--- src/rtl/pc_sequencer_if.sv ---
// pc_sequencer_if
//   Bundles the sequencer's control inputs and fetch/status outputs.
//   Clock and reset are kept outside as plain ports on the sequencer.
//   Signals:
//     stall, br_taken, br_target, halt_req, resume  -> into the sequencer
//     pc, pc_valid, flush, halted                   <- registered fetch/status
//     br_count, stall_count                         <- statistics counters
//   Modports: master (drives the control inputs), slave (the sequencer).
interface pc_seq_if #(
    parameter int PC_W = 8
);
    logic            stall;
    logic            br_taken;
    logic [PC_W-1:0] br_target;
    logic            halt_req;
    logic            resume;
    logic [PC_W-1:0] pc;
    logic            pc_valid;
    logic            flush;
    logic            halted;
    logic [7:0]      br_count;
    logic [7:0]      stall_count;

    modport master (
        output stall, br_taken, br_target, halt_req, resume,
        input  pc, pc_valid, flush, halted, br_count, stall_count
    );

    modport slave (
        input  stall, br_taken, br_target, halt_req, resume,
        output pc, pc_valid, flush, halted, br_count, stall_count
    );
endinterface

--- src/rtl/pc_sequencer.sv ---
// pc_sequencer
//   Program-counter sequencer for the 8-bit core. Owns the fetch PC and
//   arbitrates halt request, branch redirect, stall, exit-label halt and
//   sequential increment. A taken branch is followed by FLUSH_CYC bubble
//   cycles; fetching EXIT_PC halts the core until resume.
//   Ports:
//     clk    in  rising-edge clock
//     reset  in  synchronous, active-high
//     bus    pc_seq_if.slave (control inputs, pc/pc_valid/flush/halted,
//            br_count/stall_count)
//   Optional feature macro: PC_SEQ_STATS_EN
//     defined     -> saturating taken-branch and stall-cycle counters
//     not defined -> br_count/stall_count tied to zero, no counter flops
//
//   state   | meaning
//   --------+-------------------------------------------------------------
//   S_RUN   | normal fetch: halt / branch / stall / exit / increment
//   S_FLUSH | bubbles after a taken branch, fcnt counts down to 1
//   S_HALT  | core stopped, waits for resume (without halt_req)
module pc_sequencer #(
    parameter int              PC_W      = 8,
    parameter logic [PC_W-1:0] RESET_PC  = 8'h04,
    parameter int              PC_STEP   = 4,
    parameter logic [PC_W-1:0] EXIT_PC   = 8'h80,
    parameter int              FLUSH_CYC = 2
) (
    input  logic      clk,
    input  logic      reset,
    pc_seq_if.slave   bus
);

    typedef enum logic [1:0] {
        S_RUN   = 2'd0,
        S_FLUSH = 2'd1,
        S_HALT  = 2'd2
    } state_t;

    state_t          r_state,    w_state_nxt;
    logic [PC_W-1:0] r_pc,       w_pc_nxt;
    logic            r_pc_valid, w_pc_valid_nxt;
    logic            r_flush,    w_flush_nxt;
    logic            r_halted,   w_halted_nxt;
    logic [2:0]      r_fcnt,     w_fcnt_nxt;

    always_ff @(posedge clk) begin
        if (reset) begin
            r_state    <= S_RUN;
            r_pc       <= RESET_PC;
            r_pc_valid <= 1'b0;
            r_flush    <= 1'b0;
            r_halted   <= 1'b0;
            r_fcnt     <= 3'd0;
        end else begin
            r_state    <= w_state_nxt;
            r_pc       <= w_pc_nxt;
            r_pc_valid <= w_pc_valid_nxt;
            r_flush    <= w_flush_nxt;
            r_halted   <= w_halted_nxt;
            r_fcnt     <= w_fcnt_nxt;
        end
    end

    always_comb begin
        w_state_nxt    = r_state;
        w_pc_nxt       = r_pc;
        w_pc_valid_nxt = r_pc_valid;
        w_flush_nxt    = r_flush;
        w_halted_nxt   = r_halted;
        w_fcnt_nxt     = r_fcnt;

        case (r_state)
            S_RUN: begin
                if (bus.halt_req) begin
                    w_state_nxt    = S_HALT;
                    w_pc_valid_nxt = 1'b0;
                    w_halted_nxt   = 1'b1;
                end else if (bus.br_taken) begin
                    // branch beats a simultaneous stall
                    w_state_nxt    = S_FLUSH;
                    w_pc_nxt       = bus.br_target;
                    w_fcnt_nxt     = 3'(FLUSH_CYC);
                    w_flush_nxt    = 1'b1;
                    w_pc_valid_nxt = 1'b0;
                end else if (bus.stall) begin
                    w_state_nxt = S_RUN;
                end else if (r_pc == EXIT_PC && r_pc_valid) begin
                    w_state_nxt    = S_HALT;
                    w_pc_valid_nxt = 1'b0;
                    w_halted_nxt   = 1'b1;
                end else if (!r_pc_valid) begin
                    // first cycle out of reset: present RESET_PC as a real fetch
                    w_pc_valid_nxt = 1'b1;
                end else begin
                    w_pc_nxt = r_pc + PC_W'(PC_STEP);
                end
            end
            S_FLUSH: begin
                if (bus.halt_req) begin
                    w_state_nxt  = S_HALT;
                    w_flush_nxt  = 1'b0;
                    w_halted_nxt = 1'b1;
                end else begin
                    w_fcnt_nxt = r_fcnt - 3'd1;
                    if (r_fcnt == 3'd1) begin
                        w_state_nxt    = S_RUN;
                        w_flush_nxt    = 1'b0;
                        w_pc_valid_nxt = 1'b1;
                    end
                end
            end
            S_HALT: begin
                if (bus.resume && !bus.halt_req) begin
                    w_state_nxt    = S_RUN;
                    w_pc_nxt       = RESET_PC;
                    w_halted_nxt   = 1'b0;
                    w_pc_valid_nxt = 1'b1;
                end
            end
            default: begin
                w_state_nxt = S_RUN;
            end
        endcase
    end

    assign bus.pc       = r_pc;
    assign bus.pc_valid = r_pc_valid;
    assign bus.flush    = r_flush;
    assign bus.halted   = r_halted;

`ifdef PC_SEQ_STATS_EN
    logic       w_br_accept;
    logic       w_stall_hold;
    logic [7:0] r_br_count;
    logic [7:0] r_stall_count;

    assign w_br_accept  = (r_state == S_RUN) && bus.br_taken && !bus.halt_req;
    assign w_stall_hold = (r_state == S_RUN) && bus.stall && !bus.br_taken
                          && !bus.halt_req;

    always_ff @(posedge clk) begin
        if (reset) begin
            r_br_count    <= 8'h00;
            r_stall_count <= 8'h00;
        end else begin
            if (w_br_accept && r_br_count != 8'hFF)
                r_br_count <= r_br_count + 8'd1;
            if (w_stall_hold && r_stall_count != 8'hFF)
                r_stall_count <= r_stall_count + 8'd1;
        end
    end

    assign bus.br_count    = r_br_count;
    assign bus.stall_count = r_stall_count;
`else
    assign bus.br_count    = 8'h00;
    assign bus.stall_count = 8'h00;
`endif

endmodule

--- src/flat_wrapper.sv ---
// flat-port wrapper written by rule: the top's interface ports become plain ports
module pc_sequencer_flat 
#(
    parameter int              PC_W      = 8,
    parameter logic [PC_W-1:0] RESET_PC  = 8'h04,
    parameter int              PC_STEP   = 4,
    parameter logic [PC_W-1:0] EXIT_PC   = 8'h80,
    parameter int              FLUSH_CYC = 2
)
  (clk, reset, bus_stall, bus_br_taken, bus_br_target, bus_halt_req, bus_resume, bus_pc, bus_pc_valid, bus_flush, bus_halted, bus_br_count, bus_stall_count);
  pc_seq_if #(.PC_W(PC_W)) bus_i ();
  input  logic clk;
  input  logic reset;
  input wire logic [$bits(bus_i.stall)-1:0] bus_stall;
  input wire logic [$bits(bus_i.br_taken)-1:0] bus_br_taken;
  input wire logic [$bits(bus_i.br_target)-1:0] bus_br_target;
  input wire logic [$bits(bus_i.halt_req)-1:0] bus_halt_req;
  input wire logic [$bits(bus_i.resume)-1:0] bus_resume;
  output wire logic [$bits(bus_i.pc)-1:0] bus_pc;
  output wire logic [$bits(bus_i.pc_valid)-1:0] bus_pc_valid;
  output wire logic [$bits(bus_i.flush)-1:0] bus_flush;
  output wire logic [$bits(bus_i.halted)-1:0] bus_halted;
  output wire logic [$bits(bus_i.br_count)-1:0] bus_br_count;
  output wire logic [$bits(bus_i.stall_count)-1:0] bus_stall_count;
  assign bus_i.stall = bus_stall;
  assign bus_i.br_taken = bus_br_taken;
  assign bus_i.br_target = bus_br_target;
  assign bus_i.halt_req = bus_halt_req;
  assign bus_i.resume = bus_resume;
  assign bus_pc = bus_i.pc;
  assign bus_pc_valid = bus_i.pc_valid;
  assign bus_flush = bus_i.flush;
  assign bus_halted = bus_i.halted;
  assign bus_br_count = bus_i.br_count;
  assign bus_stall_count = bus_i.stall_count;
  pc_sequencer #(.PC_W(PC_W), .RESET_PC(RESET_PC), .PC_STEP(PC_STEP), .EXIT_PC(EXIT_PC), .FLUSH_CYC(FLUSH_CYC)) u_core (.clk(clk), .reset(reset), .bus(bus_i));
endmodule
--- config.mk ---
export PLATFORM = sky130hd
export DESIGN_NAME = pc_sequencer_flat
export DESIGN_NICKNAME = d
export VERILOG_FILES = /design/src/rtl/pc_sequencer_if.sv /design/src/rtl/pc_sequencer.sv /design/src/flat_wrapper.sv
export SDC_FILE = /design/constraint.sdc
export NUM_CORES = 1
export LEC_CHECK = 0
export ABC_AREA = 1
export BUFFER_PORTS_ARGS = -buffer_cell sky130_fd_sc_hd__buf_2
export CAP_MARGIN = 15
export CORE_ASPECT_RATIO = 0.5
export CORE_UTILIZATION = 35
export DETAILED_ROUTE_END_ITERATION = 16
export GPL_TIMING_DRIVEN = 1
export MAX_ROUTING_LAYER = met4
export PLACE_DENSITY = 0.59
export SETUP_SLACK_MARGIN = 0.02
export SLEW_MARGIN = 20
export SYNTH_ARGS = -nofsm -noshare
export SYNTH_HDL_FRONTEND = slang
export SYNTH_SLANG_ARGS = --single-unit
--- constraint.sdc ---
create_clock -name clk -period 1.9 [get_ports clk]
set_input_delay 0.095 -clock clk [delete_from_list [all_inputs] [get_ports clk]]
set_output_delay 0.095 -clock clk [all_outputs]
set_load 0.01 [all_outputs]
* Word level (Yosys, flattened, before mapping)
Index checks and enable logic that the tools add are counted.
Operators by class: $add $sub $neg 2, multiply operators 0, div/mod/pow operators 0, $lt $le $gt $ge 0, equal/unequal tests 19, shift-type cells 0, muxes and demuxes 39, bitwise gates (word level) 0, reduce and logical (&&, ||, !) cells 13
Operators by type and width (count):
- 8-bit two-way mux | 6
- 1-bit two-way mux | 17
- 8-bit one-hot mux with 2 select lines | 1
- 2-bit two-way mux | 7
- 3-bit inequality test (second input constant) | 4
- 6-bit AND reduction | 2
- 3-bit two-way mux | 3
- 3-bit by 2-bit inequality test with 1-bit output (second input constant) | 3
- 8-bit by 3-bit adder with 8-bit output (second input constant) | 1
- 8-bit equality test (second input constant) | 1
- 2-bit inequality test (second input constant) | 4
- 4-bit AND reduction | 2
- 1-bit one-hot mux with 3 select lines | 2
- 2-bit one-hot mux with 3 select lines | 1
- 3-bit one-hot mux with 2 select lines | 1
- 5-bit by 4-bit inequality test with 1-bit output (second input constant) | 1
- 5-bit AND reduction | 1
- 2-bit by 1-bit inequality test with 1-bit output (second input constant) | 2
- 4-bit inequality test (second input constant) | 1
- 2-bit nonzero test | 2
- 3-bit by 1-bit equality test with 1-bit output (second input constant) | 1
- 3-bit AND reduction | 1
- 3-bit nonzero test | 1
- 3-bit by 1-bit subtractor with 3-bit output (second input constant) | 1
- other kinds (6) | 7
Word-level totals: flip-flop bits (word level) 16, latch bits 0, memory bits (writable) 0, bits in read-only memories 0, output and inout port bits 27, memories 0

* Longest topological paths before layout
Gate-level depths: netlist of the first run.
depth in word-level cells 7, gate-level depth with buffers 13, depth with buffers taken out 13

* Worst setup path after synthesis of the first run
Ideal clock, no wire load.
kind reg-to-reg, from register u_core.r_state[1], to register u_core.r_pc[4], in the netlist u_core.bus.pc[4], library setup time 0.131 ns, arrival 1.412 ns, data required time 1.769 ns, setup slack 0.357 ns, stages on the path, launching flop included 14, buffers on the path 1, clock period less this slack 1.543 ns, cell sequence dfxtp_1 inv_1 ha_1 inv_1 nor2_4 nand2_2 nand2_2 inv_2 nand2_2 nor2_2 buf_6 nand2_1 o21ai_1 nor2_1
On the way: word-level cells in the longest chain between the ends 3
RTL lines:
- start, declared | RTL line pc_sequencer.sv:38 | state_t r_state, w_state_nxt;
- start signal, assigned | RTL line pc_sequencer.sv:54 | r_state <= w_state_nxt;
- 2-bit equality test or 2-bit logical NOT (tied branches) | RTL line pc_sequencer.sv:71 | case (r_state)
- 2-bit by 1-bit inequality test with 1-bit output (no line) (tied with other cells)
- 6-bit AND reduction (no line)
- end signal, assigned | RTL line pc_sequencer.sv:55 | r_pc <= w_pc_nxt;
- end, declared | RTL line pc_sequencer.sv:39 | logic [PC_W-1:0] r_pc, w_pc_nxt;
Several ways; a longest one is shown, not always the timed one. A chain may end at the register's enable or synchronous reset.

* Final worst setup path of the first run
from register u_core.r_state[0], to register u_core.r_pc[0], in the netlist u_core.bus.pc[0]
The elaborated chain is that of the path after synthesis.

==> results of run 1 <==
metrics by stage:
step / utilization [%] / cell area, um^2 / hold slack [ps] / instances / worst slack (ps)
finish: 41.1 / 1430 / 172 / 274 / 199
global route: 41.1 / 1430 / 176 / 274 / 37.8
CTS: 41.1 / 1430 / 159 / 274 / 158
floorplan: - / 1340 / 322 / 214 / 357
global placement: 39.9 / 1390 / 428 / 271 / 246
detailed placement: 39.9 / 1390 / 431 / 271 / 182
area by class of cell:
class                           instances  share of cell area [%]
Multi-Input combinational cell        151                    53.5
Clock buffer                            3                    2.89
Inverter                               27                    7.10
Timing Repair Buffer                   26                    9.47
Tap cell                               51                    4.47
Sequential cell                        16                    22.5
cells in the mapped netlist (2+ instances only):
library cell,count
buf_4,16
ha_1,8
a21oi_1,11
nor2_1,21
inv_1,24
nand2_2,6
inv_2,3
a21oi_2,3
o21ai_0,8
o21ai_1,3
nand2_1,46
nand3_1,13
nand4_1,2
dfxtp_1,16
o211ai_1,3
buf_6,2
nor3_1,3
or2_2,2
report_power, final:
part           total [W]  switching, W  leakage [nW]  internal [W]
registers       0.000518     0.0000858         0.132      0.000433
clock network   0.000266      0.000125        0.0216      0.000141
logic           0.000863      0.000540         0.561      0.000324
layer usage:
metal  part of all wire, %  global-route usage [%]  vias to the layer above
met5                     0                       -                        -
met4                   1.6                    5.90                        0
met3                   5.8                    4.57                        7
met2                    45                    27.7                       48
met1                    48                    19.3                      531
li1                      -                       -                      645
state kept, by name, summed over array words and instances, names as in the netlist:
register             count
u_core.bus.flush         1
u_core.bus.halted        1
u_core.bus.pc            8
u_core.bus.pc_valid      1
u_core.r_state           2
u_core.r_fcnt            3
logic make-up (layout without fill, tap and decap cells):
| family | Yosys count | count (layout) | share of synthesized area [%] |
|---|---|---|---|
| compound gates | 30 | 30 | 13.6 |
| simple gates | 96 | 96 | 32.9 |
| xor+xnor | 1 | 1 | 0.684 |
| flops | 16 | 16 | 25.0 |
| other cells | 1 | 16 | 0.293 |
| fa+ha+maj | 8 | 8 | 7.81 |
| buf+inv | 47 | 56 | 19.7 |
worst register-to-register path, cell delays in order, from the launching register on:
cell and delay, ps:
dfxtp_1 330, inv_1 100, ha_1 270, inv_2 100, o21ai_1 210, nand2_2 80
nor2_2 90, buf_4 180, nand2_1 80, nand2_1 60, inv_1 30, nor2_1 90
how the worst max path moves through the flow:
stage	start	end	slack, ps
2_1_floorplan	u_core.r_state[1]$_SDFFE_PP0P_	u_core.bus.pc[4]$_SDFFE_PP0P_	360
6_report	u_core.r_state[0]$_SDFFE_PP0P_	u_core.bus.pc[0]$_SDFFE_PP0P_	200
5_1_grt	u_core.r_state[0]$_SDFFE_PP0P_	u_core.bus.pc[0]$_SDFFE_PP0P_	40
3_3_place_gp	u_core.r_state[0]$_SDFFE_PP0P_	u_core.bus.pc[0]$_SDFFE_PP0P_	250
4_1_cts	u_core.r_state[1]$_SDFFE_PP0P_	u_core.bus.pc[0]$_SDFFE_PP0P_	160
3_5_place_dp	u_core.r_state[1]$_SDFFE_PP0P_	u_core.bus.pc[0]$_SDFFE_PP0P_	180
==> impl_results.md, run 1 <==
- Initial Util: 36.9%
- CP max stage cell: dfxtp_1
- Pwr Total: 0.00165 W
- Commonest non-fill, non-tap cell in the layout: nand2_1
- R2R cell count: 11
- Pwr Density: 1150 mW/mm^2
- Kind of critical path: reg2reg
- # diodes: 0
- Final Wtd Congestion: approximately 0.84
- Clk_skew: between 3 and 4 ps
- Skew-Pair Late Insertion Delay: 250 ps
- CTS buffer count: 3
- Sequential area share after synthesis: 25.0%
- Global route overflow: 0
- CP Depth: 11
- Clock Path Buffers: 2
- Register area: around 320 um^2
- Core area: 0.00347 mm^2
- Crit path DAT: 1890 ps
- Leak pwr: 0.715 nW
- Max-cap violations: 0
- WL final: roughly 2800 um
- Rows: 15
- HPWL Detailed: 2180 um
- Vias per cell: 4.49
- Syn-to-layout area delta: 11.4%
- Total clock sinks: 16
- Synth Flop Type: dfxtp_1
- Die footprint: 0.00392 mm^2
- WP data required: 2090 ps
- Syn Std Cell Area: 0.00128 mm^2
- # port buffers: 24
- Pin count of the biggest net entering global routing: 13
- First-pass DRT Iterations: 4
- Final hold violations: 0
- Fill cells: around 400
- Initial DRC Count: 35
- Final setup vio count: 0
- GRT Total Usage: 16.5%
- Final Cycle Share: 89.5%
- H-Tree Depth: 1
- Drt wl/cell: 10.3 um
- Root buf cell: clkbuf_8
- Maximum VDD drop: 0.000284 V
- Routed Antenna Nets: 0
- Worst Hold Path Cells: 2
- FF-to-FF setup slack: between 150 and 200 ps
- Max-slew violation count: 0
- Outcome: completed
- Crit-path max FO: 11
- Worst-path clk slew: 70 ps
- Biggest area consumer among synthesized cells: dfxtp_1
- Crit path buf inv count: 4
- Unrepaired setup endpoints after global routing: no
- Hold path startpoint: reset
- CP endpoint kind: register
- Synth warnings: 0
- Peak per-stage delay on the critical path: 330 ps
- CTS tree: yes
- Io pins: 41
- Post-synthesis area per instance: 6.44 um^2
- # resized after CTS: 0
- Post-synthesis register bit count: 16
- Critical R2R Launch: u_core.r_state[0]$_SDFFE_PP0P_
- Post-Syn Instances: 199
- Initial antenna violation count: 0
- Top-area cell type share of the netlist area: between 20% and 30%
- Setup_tns: 0 ps
- Delay-heaviest family, CP: buffers and inverters
- Hold EP: u_core.bus.pc[3]$_SDFFE_PP0P_
- Chip height: 44.8 um
- DRC: 0
- Fmax: 0.588 GHz
- Count of flip-flops with a built-in enable after synthesis: 0
- Vias in the first global route: 1053
- Final Critical Period: roughly 1700 ps
- Most frequent cells in the layout: nand2_1, buf_2, inv_1, nor2_1, conb_1
- R2R Path End: u_core.bus.pc[0]$_SDFFE_PP0P_
- Post-CTS Setup Inserts: 0
- Die X: 87.6 um
- Synth area leaders: dfxtp_1, nand2_1, buf_4, ha_1, inv_1
- First-pass GRT wire length: 4660 um
- Multi-input logic area: 764 um^2
- Post-cts hold buffer count: 0
- Fin nets: about 250
- CP cell instances: inv_1 > ha_1 > inv_2 > o21ai_1 > nand2_2 > nor2_2 > buf_4 > nand2_1 > nand2_1 > inv_1 > nor2_1
- Via count: 1231
- Distinct cells, synth: 27
- Layout cell share with drive strength beyond 1: between 20 and 25%
- Hold Crit Class: in2reg
- Startpoint Class: register
- Fraction of registers with async set/reset: 0%
(Power assumes the default switching activity.)
==> inputs of run 2 (changes only) <==
--- a/config.mk
+++ b/config.mk
@@ -10,10 +10,12 @@
 export CAP_MARGIN = 15
 export CORE_ASPECT_RATIO = 0.5
 export CORE_UTILIZATION = 35
+export CTS_BUF_LIST = sky130_fd_sc_hd__clkbuf_8
 export DETAILED_ROUTE_END_ITERATION = 16
 export GPL_TIMING_DRIVEN = 1
 export MAX_ROUTING_LAYER = met4
 export PLACE_DENSITY = 0.59
+export REMOVE_ABC_BUFFERS = 1
 export SETUP_SLACK_MARGIN = 0.02
 export SLEW_MARGIN = 20
 export SYNTH_ARGS = -nofsm -noshare
==> impl_results.md, run 2 (synthesis results as in run 1) <==
- Pint: 0.000926 W
- # diodes: 0
- Final Wtd Congestion: about 0.86
- Setup_tns: 0 ps
- H-Tree Depth: 1
- Register area: between 300 and 400 um^2
- CP endpoint kind: register
- Clock share of power: between 15 and 20%
- WL final: 2810 um
- Final WS setup: 232 ps
- Combinational Power Share: 54.2%
- GRT Total Usage: 16.1%
- Skew-Pair Late Insertion Delay: about 260 ps
- Routed Antenna Nets: 0
- Fmax: 0.600 GHz
- Syn-to-layout area delta: 13.9%
- Switching power: around 0.00076 W
- Leak pwr: 0.729 nW
- Final Cycle Share: 87.8%
- Most frequent cells in the layout: nand2_1, buf_2, inv_1, nor2_1, conb_1
- Final hold violations: 0
- DRC: 0
- Final setup vio count: 0
- Final Critical Period: 1670 ps
- Commonest non-fill, non-tap cell in the layout: nand2_1
- HPWL Detailed: 2210 um
- Root buf cell: clkbuf_8
- Initial DRC Count: 49
- Worst-path clk slew: 70 ps
- Clock Path Buffers: 2
- # port buffers: 24
- Max-cap violations: 0
- Post-cts hold buffer count: 0
- Pin count of the biggest net entering global routing: 13
- CP max stage cell: dfxtp_2
- GR peak layer: met2
- WP data required: 2100 ps
- CP cell instances: inv_1 > ha_1 > inv_2 > nor2_4 > nand2_2 > nand2_2 > inv_2 > nand2_2 > nor2_4 > buf_4 > nand2_1 > nand2_1 > inv_1 > nor2_1
- M2 GR Usage: 27.2%
- Pre-CTS setup slack: 127 ps
- Unrepaired setup endpoints after global routing: no
- Max FFs per register: 8
- Max-slew violation count: 0
- Die footprint: slightly below 0.004 mm^2
- Via count: 1247
- Kind of critical path: reg2reg
- Outcome: completed
- Initial Util: 36.9%
- Part of the power in registers: 30.0%
- Startpoint Class: register
- Hold Crit Class: in2reg
- Routing usage on met1: 20.2%
- Peak per-stage delay on the critical path: 350 ps
- Total clock sinks: 16
- Crit path DAT: 1870 ps
- Chip height: roughly 45 um
- Clk_skew: 9.36 ps
- Multi-input logic area: 772 um^2
- Global route overflow: 0
- Layout cell share with drive strength beyond 1: between 20% and 30%
- Vias in the first global route: between 1000 and 1500
- Drt wl/cell: 10.1 um
- Vias per cell: 4.50
- CTS buffer count: 3
- First-pass DRT Iterations: 4
- Initial antenna violation count: 0
- Fin nets: 250
- Fill cells: 376
- Crit-path max FO: 9
- Rows: 15
- Crit-path most repeated cell: nand2_2
- Maximum VDD drop: 0.000276 V
- Pwr Density: 1160 mW/mm^2
- Io pins: between 40 and 50
- Core area: around 0.0035 mm^2
- Sw Share: between 40% and 50%
- CTS tree: yes
- Die X: 87.6 um
- Grt met3 use: 3.84%
- First-pass GRT wire length: ~4700 um
[run 2: worst paths after layout]
path / slack, ps / to / startpoint / depth (start not counted)
max reg2reg: 230 / u_core.bus.pc[1]$_SDFFE_PP0P_ / u_core.r_state[0]$_SDFFE_PP0P_ / 14
min reg2reg: 460 / u_core.bus.flush$_SDFFE_PP0P_ / u_core.bus.flush$_SDFFE_PP0P_ / 2
max: 230 / u_core.bus.pc[1]$_SDFFE_PP0P_ / u_core.r_state[0]$_SDFFE_PP0P_ / 14
min: 140 / u_core.bus.pc[3]$_SDFFE_PP0P_ / reset / 2
[run 2: per-layer routing]
layer,up-vias,part of all wire (%)
li1,653,-
met1,553,50
met2,39,44
met3,2,4.7
met4,0,0.61
met5,-,0
[run 2: power by group through the flow]
stage	Clock, W	Combinational, W	Sequential (W)
2_1_floorplan	0	0.000593	0.000538
3_3_place_gp	0	0.000889	0.000507
3_5_place_dp	0	0.000896	0.000511
4_1_cts	0.000276	0.000901	0.000502
5_1_grt	0.000292	0.00106	0.000519
6_report	0.000268	0.000913	0.000505
[run 2: critical path: cells and delay by family, from the launching register on]
kind | cells | cell delay [ps]
AND/OR/NAND/NOR | 8 | 570
buffers and inverters | 5 | 450
flip-flops | 1 | 350
adder cells (fa/ha/maj) | 1 | 250
[run 2: area by class of cell]
type	count	share of cell area [%]
tap	51	4.37
sequential	16	22.1
multi-input combinational	151	52.9
inverter	27	6.95
clock buffer	3	2.83
timing repair buffer	29	10.8
[run 2: metrics by stage]
| stage | instances | cell area, um^2 | util, % | hold WS [ps] | total power (W) |
|---|---|---|---|---|---|
| after global placement | 274 | 1410 | 40.5 | 423 | 0.00140 |
| after CTS | 277 | 1450 | 41.7 | 151 | 0.00168 |
| final | 277 | 1460 | 42.0 | 140 | 0.00169 |
| after global routing | 277 | 1460 | 42.0 | 168 | 0.00187 |
| after floorplan | 194 | 1190 | - | 157 | 0.00113 |
| after detailed placement | 274 | 1410 | 40.5 | 424 | 0.00141 |
[run 2: timing repair]
item / CTS / global route
endpoints found under the hold margin: 0 / 0
gates resized for setup: 0 / 5
endpoints found under the setup margin: 0 / 8
setup buffers: 0 / 0
